**src/rtl/cfg_bus_arbiter.sv**
```systemverilog
// ---------------------------------------------------------------------------
// cfg_bus_arbiter
//
// Shares one configuration write bus (address + data) between several
// configuration sources. Requesters are served round-robin; the granted
// write is held on c_valid/c_addr/c_data until every slave raises its
// c_ready, after which the requester receives a one-cycle req_ack.
//
// Optional feature macro: CFG_ARB_TIMEOUT_EN
//   defined   : an 8-bit timeout counter aborts a write after TIMEOUT cycles
//               of c_valid, acking it with req_err=1 and pulsing err_valid
//               with err_code = {2'b11, granted index}.
//   undefined : a write waits indefinitely for the slaves; req_err,
//               err_valid and err_code are tied low and TIMEOUT is unused.
//
// Ports
//   clk        : system clock
//   rst_n      : asynchronous active-low reset
//   req_valid  : per-requester write request, held until its req_ack
//   req_addr   : packed addresses, requester i at [i*ADDR_W +: ADDR_W]
//   req_data   : packed data, requester i at [i*DATA_W +: DATA_W]
//   req_ack    : one-cycle completion pulse to the granted requester
//   req_err    : qualifies req_ack; 1 = the write timed out
//   c_valid    : configuration bus valid
//   c_addr     : configuration bus address, stable while c_valid
//   c_data     : configuration bus data, stable while c_valid
//   c_ready    : per-slave accept; a write completes on &c_ready
//   busy       : high whenever the arbiter is not idle
//   err_valid  : one-cycle timeout pulse
//   err_code   : {2'b11, granted index} during err_valid, else 0
// ---------------------------------------------------------------------------
module cfg_bus_arbiter #(
  parameter int NUM_REQ = 2,
  parameter int NUM_SLV = 3,
  parameter int ADDR_W  = 4,
  parameter int DATA_W  = 14,
  parameter int TIMEOUT = 255
) (
  input  logic                      clk,
  input  logic                      rst_n,
  input  logic [NUM_REQ-1:0]        req_valid,
  input  logic [NUM_REQ*ADDR_W-1:0] req_addr,
  input  logic [NUM_REQ*DATA_W-1:0] req_data,
  output logic [NUM_REQ-1:0]        req_ack,
  output logic                      req_err,
  output logic                      c_valid,
  output logic [ADDR_W-1:0]         c_addr,
  output logic [DATA_W-1:0]         c_data,
  input  logic [NUM_SLV-1:0]        c_ready,
  output logic                      busy,
  output logic                      err_valid,
  output logic [3:0]                err_code
);

  localparam logic [2:0] NumReq3     = 3'(NUM_REQ);
  localparam logic [7:0] TimeoutLast = 8'(TIMEOUT - 1);

`ifdef CFG_ARB_TIMEOUT_EN
  typedef enum logic [1:0] {IDLE = 2'd0, ISSUE = 2'd1, DONE = 2'd2, ERR = 2'd3} state_e;
`else
  typedef enum logic [1:0] {IDLE = 2'd0, ISSUE = 2'd1, DONE = 2'd2} state_e;
`endif

  state_e              state_q;
  logic [1:0]          rrPtr_q;
  logic [1:0]          grant_q;
  logic                c_valid_q;
  logic [ADDR_W-1:0]   c_addr_q;
  logic [DATA_W-1:0]   c_data_q;
  logic [NUM_REQ-1:0]  req_ack_q;
  logic                busy_q;

`ifdef CFG_ARB_TIMEOUT_EN
  logic [7:0]          timeoutCnt_q;
  logic                req_err_q;
  logic                err_valid_q;
  logic [3:0]          err_code_q;
`endif

  logic [2*NUM_REQ-1:0] reqTwice;
  logic [NUM_REQ-1:0]   reqRot;
  logic [3:0]           reqRot4;
  logic                 grantFound;
  logic [1:0]           grantOff;
  logic [2:0]           grantSum;
  logic [1:0]           grant_d;
  logic [ADDR_W-1:0]    selAddr;
  logic [DATA_W-1:0]    selData;
  logic [2:0]           ptrSum;
  logic [1:0]           rrPtr_d;
  logic [NUM_REQ-1:0]   ackVec;

  // Round-robin search: rotate the request vector so rr_ptr lands on bit 0,
  // take the lowest set bit, then map the offset back to a requester index.
  // The if-chain runs highest bit first so the lowest set bit wins.
  always_comb begin
    reqTwice   = {req_valid, req_valid};
    reqRot     = NUM_REQ'(reqTwice >> rrPtr_q);
    reqRot4    = 4'(reqRot);
    grantFound = |reqRot;
    grantOff   = 2'd0;
    if (reqRot4[3]) grantOff = 2'd3;
    if (reqRot4[2]) grantOff = 2'd2;
    if (reqRot4[1]) grantOff = 2'd1;
    if (reqRot4[0]) grantOff = 2'd0;
    grantSum = {1'b0, rrPtr_q} + {1'b0, grantOff};
    grant_d  = (grantSum >= NumReq3) ? 2'(grantSum - NumReq3) : grantSum[1:0];
    selAddr  = ADDR_W'(req_addr >> (int'(grant_d) * ADDR_W));
    selData  = DATA_W'(req_data >> (int'(grant_d) * DATA_W));
    ptrSum   = {1'b0, grant_q} + 3'd1;
    rrPtr_d  = (ptrSum == NumReq3) ? 2'd0 : ptrSum[1:0];
    ackVec   = NUM_REQ'(1) << grant_q;
  end

  // Every output register is loaded with the value belonging to the state
  // being entered, so outputs change on the same edge as the state.
  // rr_ptr moves when a write finishes (entering DONE or ERR).
  always_ff @(posedge clk or negedge rst_n) begin
    if (!rst_n) begin
      state_q      <= IDLE;
      rrPtr_q      <= '0;
      grant_q      <= '0;
      c_valid_q    <= 1'b0;
      c_addr_q     <= '0;
      c_data_q     <= '0;
      req_ack_q    <= '0;
      busy_q       <= 1'b0;
`ifdef CFG_ARB_TIMEOUT_EN
      timeoutCnt_q <= '0;
      req_err_q    <= 1'b0;
      err_valid_q  <= 1'b0;
      err_code_q   <= '0;
`endif
    end else begin
      req_ack_q   <= '0;
`ifdef CFG_ARB_TIMEOUT_EN
      req_err_q   <= 1'b0;
      err_valid_q <= 1'b0;
      err_code_q  <= '0;
`endif
      case (state_q)
        IDLE: begin
          if (grantFound) begin
            state_q      <= ISSUE;
            grant_q      <= grant_d;
            c_addr_q     <= selAddr;
            c_data_q     <= selData;
            c_valid_q    <= 1'b1;
            busy_q       <= 1'b1;
`ifdef CFG_ARB_TIMEOUT_EN
            timeoutCnt_q <= '0;
`endif
          end
        end
        ISSUE: begin
          if (&c_ready) begin
            state_q   <= DONE;
            c_valid_q <= 1'b0;
            req_ack_q <= ackVec;
            rrPtr_q   <= rrPtr_d;
          end
`ifdef CFG_ARB_TIMEOUT_EN
          else if (timeoutCnt_q == TimeoutLast) begin
            state_q     <= ERR;
            c_valid_q   <= 1'b0;
            req_ack_q   <= ackVec;
            req_err_q   <= 1'b1;
            err_valid_q <= 1'b1;
            err_code_q  <= {2'b11, grant_q};
            rrPtr_q     <= rrPtr_d;
          end else begin
            timeoutCnt_q <= timeoutCnt_q + 8'd1;
          end
`endif
        end
        DONE: begin
          state_q <= IDLE;
          busy_q  <= 1'b0;
        end
`ifdef CFG_ARB_TIMEOUT_EN
        ERR: begin
          state_q <= IDLE;
          busy_q  <= 1'b0;
        end
`endif
        default: begin
          state_q   <= IDLE;
          busy_q    <= 1'b0;
          c_valid_q <= 1'b0;
        end
      endcase
    end
  end

  assign c_valid = c_valid_q;
  assign c_addr  = c_addr_q;
  assign c_data  = c_data_q;
  assign req_ack = req_ack_q;
  assign busy    = busy_q;

`ifdef CFG_ARB_TIMEOUT_EN
  assign req_err   = req_err_q;
  assign err_valid = err_valid_q;
  assign err_code  = err_code_q;
`else
  assign req_err   = 1'b0;
  assign err_valid = 1'b0;
  assign err_code  = 4'd0;

  // TIMEOUT has no function without the counter.
  logic unusedTimeout;
  assign unusedTimeout = ^TimeoutLast;
`endif

endmodule

```
**config.mk**
```make
export PLATFORM = sky130hd
export DESIGN_NAME = cfg_bus_arbiter
export DESIGN_NICKNAME = d
export VERILOG_FILES = /design/src/rtl/cfg_bus_arbiter.sv
export SDC_FILE = /design/constraint.sdc
export NUM_CORES = 1
export LEC_CHECK = 0
export BUFFER_PORTS_ARGS = -buffer_cell sky130_fd_sc_hd__buf_4
export CORE_UTILIZATION = 47
export DETAILED_ROUTE_END_ITERATION = 12
export PLACE_DENSITY = 0.8
export SYNTH_ARGS = -nofsm -noshare
export SYNTH_HDL_FRONTEND = slang
export SYNTH_SLANG_ARGS = --single-unit
```
**constraint.sdc**
```tcl
create_clock -name clk -period 2.5 [get_ports clk]
set_input_delay 0.375 -clock clk [delete_from_list [all_inputs] [get_ports clk]]
set_output_delay 0.375 -clock clk [all_outputs]
set_load 0.01 [all_outputs]
```
# After elaboration in Yosys (flattened, before gate mapping)
# Cells that the tools add are included.
[totals] reg_bits=28 latchBits=0 mem_bits_rw=0 rom_bits=0 inputBits=43 wordCells=45 memories=0
[classes] n_addsub=3 mul=1 div=0 n_lt_le_gt_ge=1 eq_ne=5 shift=4 n_mux=13 bitwise=2 reduce_logical=8
[ops] op="28-bit by 6-bit >> shifter with 14-bit output" count=1
[ops] op="2-bit two-way mux" count=6
[ops] op="8-bit by 4-bit >> shifter with 4-bit output" count=1
[ops] op="2-bit AND reduction" count=3
[ops] op="3-bit AND reduction" count=2
[ops] op="2-bit by 3-bit multiplier with 5-bit output, second input constant" count=1
[ops] op="1-bit two-way mux" count=4
[ops] op="2-bit inequality test, second input constant" count=2
[ops] op="2-bit one-hot mux with 2 select lines" count=1
[ops] op="4-bit AND reduction" count=1
[ops] op="4-bit by 2-bit >> shifter with 2-bit output" count=1
[ops] op="2-bit by 1-bit adder with 3-bit output" count=1
[ops] op="2-bit by 1-bit adder with 3-bit output, second input constant" count=1
[ops] op="3-bit by 2-bit equality test with 1-bit output, second input constant" count=1
[ops] op="3-bit by 2-bit >= comparator with 1-bit output, second input constant" count=1
[ops] op="1-bit one-hot mux with 3 select lines" count=1
[ops] op="2-bit by 1-bit equality test with 1-bit output, second input constant" count=1
[ops] op="2-bit equality test, second input constant" count=1
[ops] op="2-bit logical NOT" count=1
[ops] op="1-bit inverter" count=2
[ops] op="1-bit one-hot mux with 2 select lines" count=1
[ops] op="2-bit OR reduction" count=1
[ops] op="1-bit by 2-bit left shift with 2-bit output, first input constant" count=1
[ops] op="2-bit subtractor, second input constant" count=1

# Logic depth before layout (Yosys ltp)
# Gate-level depths: netlist of the first run.
[logic_depth] ltp_word=8 ltp_mapped=11 ltp_nobuf=9

# Least setup slack after synthesis of the first run
# Ideal clock, no wire load.
[synth_path] path_kind="register to register" from="reg rrPtr_q[1]" to="reg c_addr_q[0], in the netlist c_addr[0]" arrival_time_ns=2.042 t_required_ns=2.375 setup_slack_ns=0.333 stages_incl_launch_ff=10 path_buffers=2 path_cell_list="dfrtp_1 -> o31ai_1 -> ha_1 -> inv_1 -> ha_1 -> or2_1 -> clkbuf_1 -> clkbuf_1 -> and3_1 -> mux2_4"
[synth_via] elab_chain_cells=7 elab_cells_between_ends=10 classes_between="2 x add/sub; 1 x order compare; 2 x shift; 3 x mux; 2 x reduce/logical"
[synth_lines] item="from (decl)" line_no="65" source="logic [1:0] rrPtr_q;"
[synth_lines] item="from (signal assigned)" line_no="160" source="rrPtr_q <= rrPtr_d;"
[synth_lines] item="4-bit by 2-bit >> shifter with 2-bit output" line_no="98" source="reqRot = NUM_REQ'(reqTwice >> rrPtr_q);"
[synth_lines] item="1-bit two-way mux" line_no="104" source="if (reqRot4[1]) grantOff = 2'd1;"
[synth_lines] item="1-bit two-way mux" line_no="105" source="if (reqRot4[0]) grantOff = 2'd0;"
[synth_lines] item="2-bit by 1-bit adder with 3-bit output" line_no="106" source="grantSum = {1'b0, rrPtr_q} + {1'b0, grantOff};"
[synth_lines] item="3-bit by 2-bit >= comparator with 1-bit output / 2-bit subtractor (equally long branches)" line_no="107" source="grant_d = (grantSum >= NumReq3) ? 2'(grantSum - NumReq3) : grantSum[1:0];"
[synth_lines] item="2-bit two-way mux" line_no="107"
[synth_lines] item="8-bit by 4-bit >> shifter with 4-bit output" line_no="108" source="selAddr = ADDR_W'(req_addr >> (int'(grant_d) * ADDR_W));"
[synth_lines] item="to (signal assigned)" line_no="146" source="c_addr_q <= selAddr;"
[synth_lines] item="to (decl)" line_no="68" source="logic [ADDR_W-1:0] c_addr_q;"
# Parallel ways exist; a longest one is shown, timed or not.
# A chain may end at the register's enable or synchronous reset.

# Worst setup path in the final report of the first run
[layout_path] from="reg rrPtr_q[0]" to="reg c_addr_q[3], in the netlist c_addr[3]"
# Same word-level chain as after synthesis.

==> results of run 1 <==
[through the flow]
step	area [sq um]	std cells	utilization, %	hold slack, ns	power (mW)
2_1_floorplan	1622	133	-	0.07941	1.921
3_3_place_gp	2097	232	66.51	0.3030	2.282
3_5_place_dp	2097	232	66.51	0.3082	2.360
4_1_cts	2160	237	68.49	0.4148	2.653
5_1_grt	2160	237	68.49	0.4067	2.813
6_report	2160	237	68.49	0.4197	2.629
[timing repair]
item,CTS,global route
hold endpoints to repair,28,0
buffers inserted,0,0
hold buffers,1,0
[per-layer routing]
| metal | up-vias | global-route usage, % | part of all wire [%] |
|---|---|---|---|
| met5 | - | 0 | 0 |
| met4 | 0 | 7.309 | 1.1 |
| met3 | 4 | 2.345 | 3.5 |
| met2 | 42 | 36.42 | 54 |
| met1 | 576 | 23.59 | 41 |
| li1 | 568 | - | - |
[final cells by class]
class	instances	area, sq um
clock buffers	3	22.52
clock inverters	1	30.03
fillers	256	993.5
inverters	5	18.77
multi-input cells	87	799.5
flip-flops and latches	28	700.7
well taps	44	55.05
repair buffers	69	533.0
[state kept, by name, indices dropped and copies added (netlist names)]
name and flops:
rrPtr_q 2, req_ack 2, c_addr 4, state_q 2
c_data 14, grant_q 2, busy 1, c_valid 1
[cells in the final DEF, fill, tap and decap left out]
cell type / n
mux2_1: 1
nor2_1: 2
bufinv_16: 1
o21a_1: 1
inv_1: 5
nand2_1: 3
buf_4: 67
a31o_2: 1
conb_1: 6
mux2_4: 16
a21boi_0: 1
nor3b_1: 1
nand3_1: 2
a21o_1: 2
nor3_1: 1
ha_1: 3
or2_1: 1
buf_12: 1
dlygate4sd3_1: 1
nand2b_1: 1
clkbuf_4: 3
o31ai_1: 1
and3_1: 19
o21ai_0: 1
dfrtp_1: 28
mux2_2: 21
o211ai_1: 1
mux2i_1: 2
[path summary, 6_finish.rpt]
path / to / slack (ns) / start
hold / removal: state_q[0]$_DFFE_PN0P_ / 0.42 / c_ready[1]
min in group asynchronous: c_data[6]$_DFFE_PN0P_ / 0.47 / rst_n
hold reg to reg: req_ack[1]$_DFF_PN0_ / 0.49 / grant_q[1]$_DFFE_PN0P_
max in group asynchronous: c_data[3]$_DFFE_PN0P_ / 1.77 / rst_n
setup / recovery: c_addr[3]$_DFFE_PN0P_ / 0.19 / rrPtr_q[0]$_DFFE_PN0P_
setup reg to reg: c_addr[3]$_DFFE_PN0P_ / 0.19 / rrPtr_q[0]$_DFFE_PN0P_
[worst max-delay path, delay by kind of cell (launching register included)]
kind | cells | cell delay, ns
and+or+nand+nor | 3 | 0.76
adders and majority gates | 2 | 0.49
DFF | 1 | 0.44
muxes | 1 | 0.26
AOI/OAI and AO/OA | 1 | 0.21
buffers and inverters | 1 | 0.05
[cell families (layout without fill, tap and decap cells)]
family | after synthesis | after routing
buffers and inverters | 18 | 78
and+or+nand+nor | 30 | 30
AOI/OAI and AO/OA | 8 | 8
adders and majority gates | 3 | 3
other | 1 | 6
muxes | 40 | 40
DFF | 28 | 28
[power breakdown]
part           switching, mW  internal [mW]
sequential             0.134          0.651
clock                  0.127          0.162
combinational          0.622          0.933
total                  0.883           1.75
==> flow_summary.yaml, run 1 <==
status:
  status: "finished clean"
synth:
  synth.area.top_cells: "dfrtp_1 44%, mux2_4 15%, mux2_2 15%, and3_1 7.4%, buf_4 3.7%"
  synth_warnings: 0
  synth_area_leader_cell: "dfrtp_1"
  synth-edff-count: 0
  synth_xor_xnor_area_share_pct: 0
  syn_avg_cell_area_sq_um: 12.52
  synth_top_area_share_pct: 43.72
  synth_seq_cells: 28
  synth_ff_type: "dfrtp_1"
  netlist_instances: 128
  syn_area_sq_mm: 0.001603
  synthAdderAreaFrac_pct: 2.342
  synth_top_family_by_area: "multiplexers"
  synthSimpleGateAreaFrac_pct: 10.77
  synth_top_cells_by_count: "28 x dfrtp_1, 21 x mux2_2, 19 x and3_1, 16 x mux2_4, 8 x buf_4"
  synth_cell_types: 27
  muxShareOfSynthArea_pct: 31.69
  synth_most_common_cell: "dfrtp_1"
  async_reset_ff_share_pct: 100.0
  synth-compound-area-share_pct: 3.669
  seq_area_frac_synth_pct: 43.72
clock_network:
  path_clk_slew_ns: 0.14
  clock-sinks: 28
  cts_resized: 0
  numCtsBuffers: 3
  htree_levels: 1
  max-clock-path-buffers: 2
  root_buffer: "clkbuf_4"
  clock_latency_ns: 0.33
  tritoncts: "yes"
sta:
  fin_worst_skew_ns: 0.005412
  finalSetupViolations: 0
  fin_ws_ns: 0.1888
  fin_crit_sh_pct: 92.45
  hold_viol: 0
  rsz0062_at_grt: "false"
  maxSlewViolCount: 0
  tightest_slew_ns: 0.5386
  slew_headroom_pct: 64.10
  post-route-min-period_ns: 2.311
  setup_tns_ns: 0
  fmax_mhz: 432.7
floorplanning:
  row_count: 20
  dieArea_sq_mm: 0.003648
  dieWidth_um: 60.40
  num_io_pins: 71
  die_y_um: 60.40
  core_sq_mm: 0.003153
  initial_core_util_pct: 50.83
grt:
  track_usage_pct: 19.80
  grt_antenna_before_repair: 0
  grt_pass1_wl_um: 5361
  grt_start_max_net_pins: 29
  grt_pass1_vias: 1234
  grt_overflow: 0
setup_path:
  critPathMaxStageDelay_ns: 0.44
  cp-start-kind: "flop"
  worstSetupPathType: "reg -> reg"
  crit_arrival_ns: 2.54
  cp_max_fo: 19
  cp_slowest_cell: "dfrtp_1"
  reg2regPathDepth: 8
  end_kind: "flop"
  worstPathCellList: "nand2_1 -> o31ai_1 -> ha_1 -> inv_1 -> ha_1 -> or2_1 -> and3_1 -> mux2_2"
  worstPathRequired_ns: 2.73
  crit_top_cell: "ha_1"
route:
  detail_route.vias_per_cell: 5.021
  drt-initial-drc-count: 25
  drtAntennaViolNets: 0
  via_count: 1190
  drt_first_pass_iters: 4
  drt-total-wl_um: 3249
  drcViolationCount: 0
  wl_per_cell_um: 13.71
finish:
  nets: 240
  synthToLayoutAreaGrowth_pct: 34.74
  drive_gt1_share_pct: 56.99
  antennaDiodeCount: 0
flow_run:
  cap_violations: 0
power:
  cellPowerDensity_mw_per_mm2: 1217
  power_leakage_nw: 1.134
  vdd_drop_max_v: 0.0006471
min_path:
  hp-class: "in -> reg"
  hold_depth: 3
place:
  hpwl_um: 2581
  portBuffers: 64
  place_ws_ns: 0.1524
  place_congestion: 0.7064
(Power assumes the default switching activity.)
==> inputs of run 2 (changes only) <==
CORE_ASPECT_RATIO = 0.8   (was not set)
CORE_UTILIZATION = 49   (was 47)
CTS_BUF_LIST = sky130_fd_sc_hd__clkbuf_8   (was not set)
PLACE_DENSITY = 0.83   (was 0.8)
==> run 2 against run 1 <==
Net effect:
- combinational power barely moved
- sequential share of layout area grew 0.094 points
- register-to-register slack better by 0.06 ns
- global-route usage increased by 1.6 points
- critical endpoint is now c_data[13]$_DFFE_PN0P_
- via count up 2.4%
- routed wire length up 9.0%
- cell count down 2.1%
- total power is 3.2% higher
==> flow_summary.yaml, run 2 (synthesis gave the netlist of run 1 again) <==
status:
  status: "finished clean"
clock_network:
  root_buffer: "clkbuf_8"
  cts_setup_buffers: 0
  tritoncts: "yes"
  clock_latency_ns: 0.27
  clock-sinks: 28
  path_clk_slew_ns: 0.09
  max-clock-path-buffers: 2
  htree_levels: 1
  numCtsBuffers: 3
place:
  portBuffers: 64
  place_congestion: 0.7127
  hpwl_um: 2722
  placed_area_sq_mm: 0.002079
finish:
  synthToLayoutAreaGrowth_pct: 34.35
  final_common_cell: "buf_4"
  drive_gt1_share_pct: 57.81
  antennaDiodeCount: 0
  final_cell_mix: "68 x buf_4, 28 x dfrtp_1, 21 x mux2_2, 19 x and3_1, 16 x mux2_4"
  fillers: 261
  largest_reg_flops: 14
  nets: 239
  final_cell_area_sq_mm: 0.002153
  final_util_pct: 69.28
power:
  p_comb_share_pct: 57.7
  vdd_drop_max_v: 0.0006377
  net-switching-power_mw: 0.9114
  cellPowerDensity_mw_per_mm2: 1260
  power_leakage_nw: 1.136
  switching_share_pct: 33.58
  pwr-share-clk_pct: 12.9
  p_seq_share_pct: 29.4
  p_int_mw: 1.802
flow_run:
  cap_violations: 0
sta:
  rsz0062_at_grt: "false"
  setup_tns_ns: 0
  fin_crit_sh_pct: 90.01
  fin_worst_skew_ns: 0.003254
  maxSlewViolCount: 0
  finalSetupViolations: 0
  hold_viol: 0
  fmax_mhz: 444.4
  post-route-min-period_ns: 2.250
route:
  drt-initial-drc-count: 39
  drcViolationCount: 0
  detail_route.vias_per_cell: 5.250
  drt-total-wl_um: 3541
  drt_first_pass_iters: 4
  drtAntennaViolNets: 0
  wl_per_cell_um: 15.26
  via_count: 1218
floorplanning:
  dieArea_sq_mm: 0.003505
  die_y_um: 53.16
  initial_core_util_pct: 51.57
  core_sq_mm: 0.003108
  row_count: 18
  dieWidth_um: 65.95
  num_io_pins: 71
grt:
  grt_pass1_wl_um: 5395
  track_usage_pct: 21.38
  grt_pass1_vias: 1208
  grt_start_max_net_pins: 29
  grt_overflow: 0
  grt_antenna_before_repair: 0
setup_path:
  cp-start-kind: "flop"
  worstSetupPathType: "reg -> reg"
  worstPathRequired_ns: 2.67
  reg2regPathDepth: 8
  crit_arrival_ns: 2.42
  end_kind: "flop"
  cp_max_fo: 19
min_path:
  hp-class: "in -> async"
-- run 2: cell types whose count changed in the layout (fill, tap and decap cells not counted) --
cell and delta:
clkbuf_8 +3, buf_12 -1, buf_4 +1, or2_4 +1
dlygate4sd3_1 -1, clkbuf_4 -3, or2_1 -1
-- run 2: timing repair --
item	in CTS	in global routing
resized for setup	0	2
setup endpoints to repair	0	18
hold buffers	0	0
-- run 2: routing by layer --
layer | GRT usage [%] | vias to the layer above | share of wire (%)
li1 | - | 570 | -
met1 | 24.17 | 594 | 39
met2 | 41.16 | 50 | 54
met3 | 3.448 | 4 | 5.8
met4 | 6.738 | 0 | 1.2
met5 | 0 | - | 0
-- run 2: cell type report --
| type | instances | area [sq um] | area share, % |
|---|---|---|---|
| clock inverters | 1 | 30.03 | 1.395 |
| inverters | 5 | 18.77 | 0.8716 |
| repair buffers | 68 | 510.5 | 23.71 |
| clock buffers | 3 | 41.29 | 1.917 |
| multi-input cells | 87 | 802.0 | 37.25 |
| well taps | 40 | 50.05 | 2.324 |
| flip-flops and latches | 28 | 700.7 | 32.54 |
-- run 2: through the flow --
stage | power, mW | instances | setup WS (ns) | hold slack (ns)
2_1_floorplan | 1.921 | 133 | 0.3332 | 0.07941
5_1_grt | 2.878 | 232 | 0.1237 | 0.02353
4_1_cts | 2.724 | 232 | 0.08324 | 0.003580
6_report | 2.714 | 232 | 0.2497 | 0.0007945
3_5_place_dp | 2.368 | 228 | 0.06554 | 0.3093
3_3_place_gp | 2.269 | 228 | 0.2424 | 0.3010
-- run 2: power groups by stage --
| stage | sequential [mW] | clock, mW | combinational [mW] |
|---|---|---|---|
| 2_1_floorplan | 0.839 | 0 | 1.08 |
| 3_3_place_gp | 0.787 | 0 | 1.48 |
| 3_5_place_dp | 0.802 | 0 | 1.57 |
| 4_1_cts | 0.799 | 0.355 | 1.57 |
| 5_1_grt | 0.821 | 0.365 | 1.69 |
| 6_report | 0.798 | 0.349 | 1.57 |
-- run 2: path summary, 6_finish.rpt --
path	start	endpoint	slack, ns
min in group clk	c_ready[1]	state_q[0]$_DFFE_PN0P_	0.44
worst max-delay path	rrPtr_q[0]$_DFFE_PN0P_	c_data[13]$_DFFE_PN0P_	0.25
max in group asynchronous	rst_n	c_addr[3]$_DFFE_PN0P_	2.24
worst max register to register	rrPtr_q[0]$_DFFE_PN0P_	c_data[13]$_DFFE_PN0P_	0.25
worst min register to register	busy$_DFFE_PN0P_	busy$_DFFE_PN0P_	0.49
worst min-delay path	rst_n	busy$_DFFE_PN0P_	0.0008
-- run 2: worst max-delay path: stages (launching register included) --
cell and delay (ns):
dfrtp_1 0.44, nand2_1 0.09, o31ai_1 0.25, ha_1 0.23
inv_1 0.06, ha_1 0.29, or2_4 0.31, and3_1 0.20
mux2_4 0.26
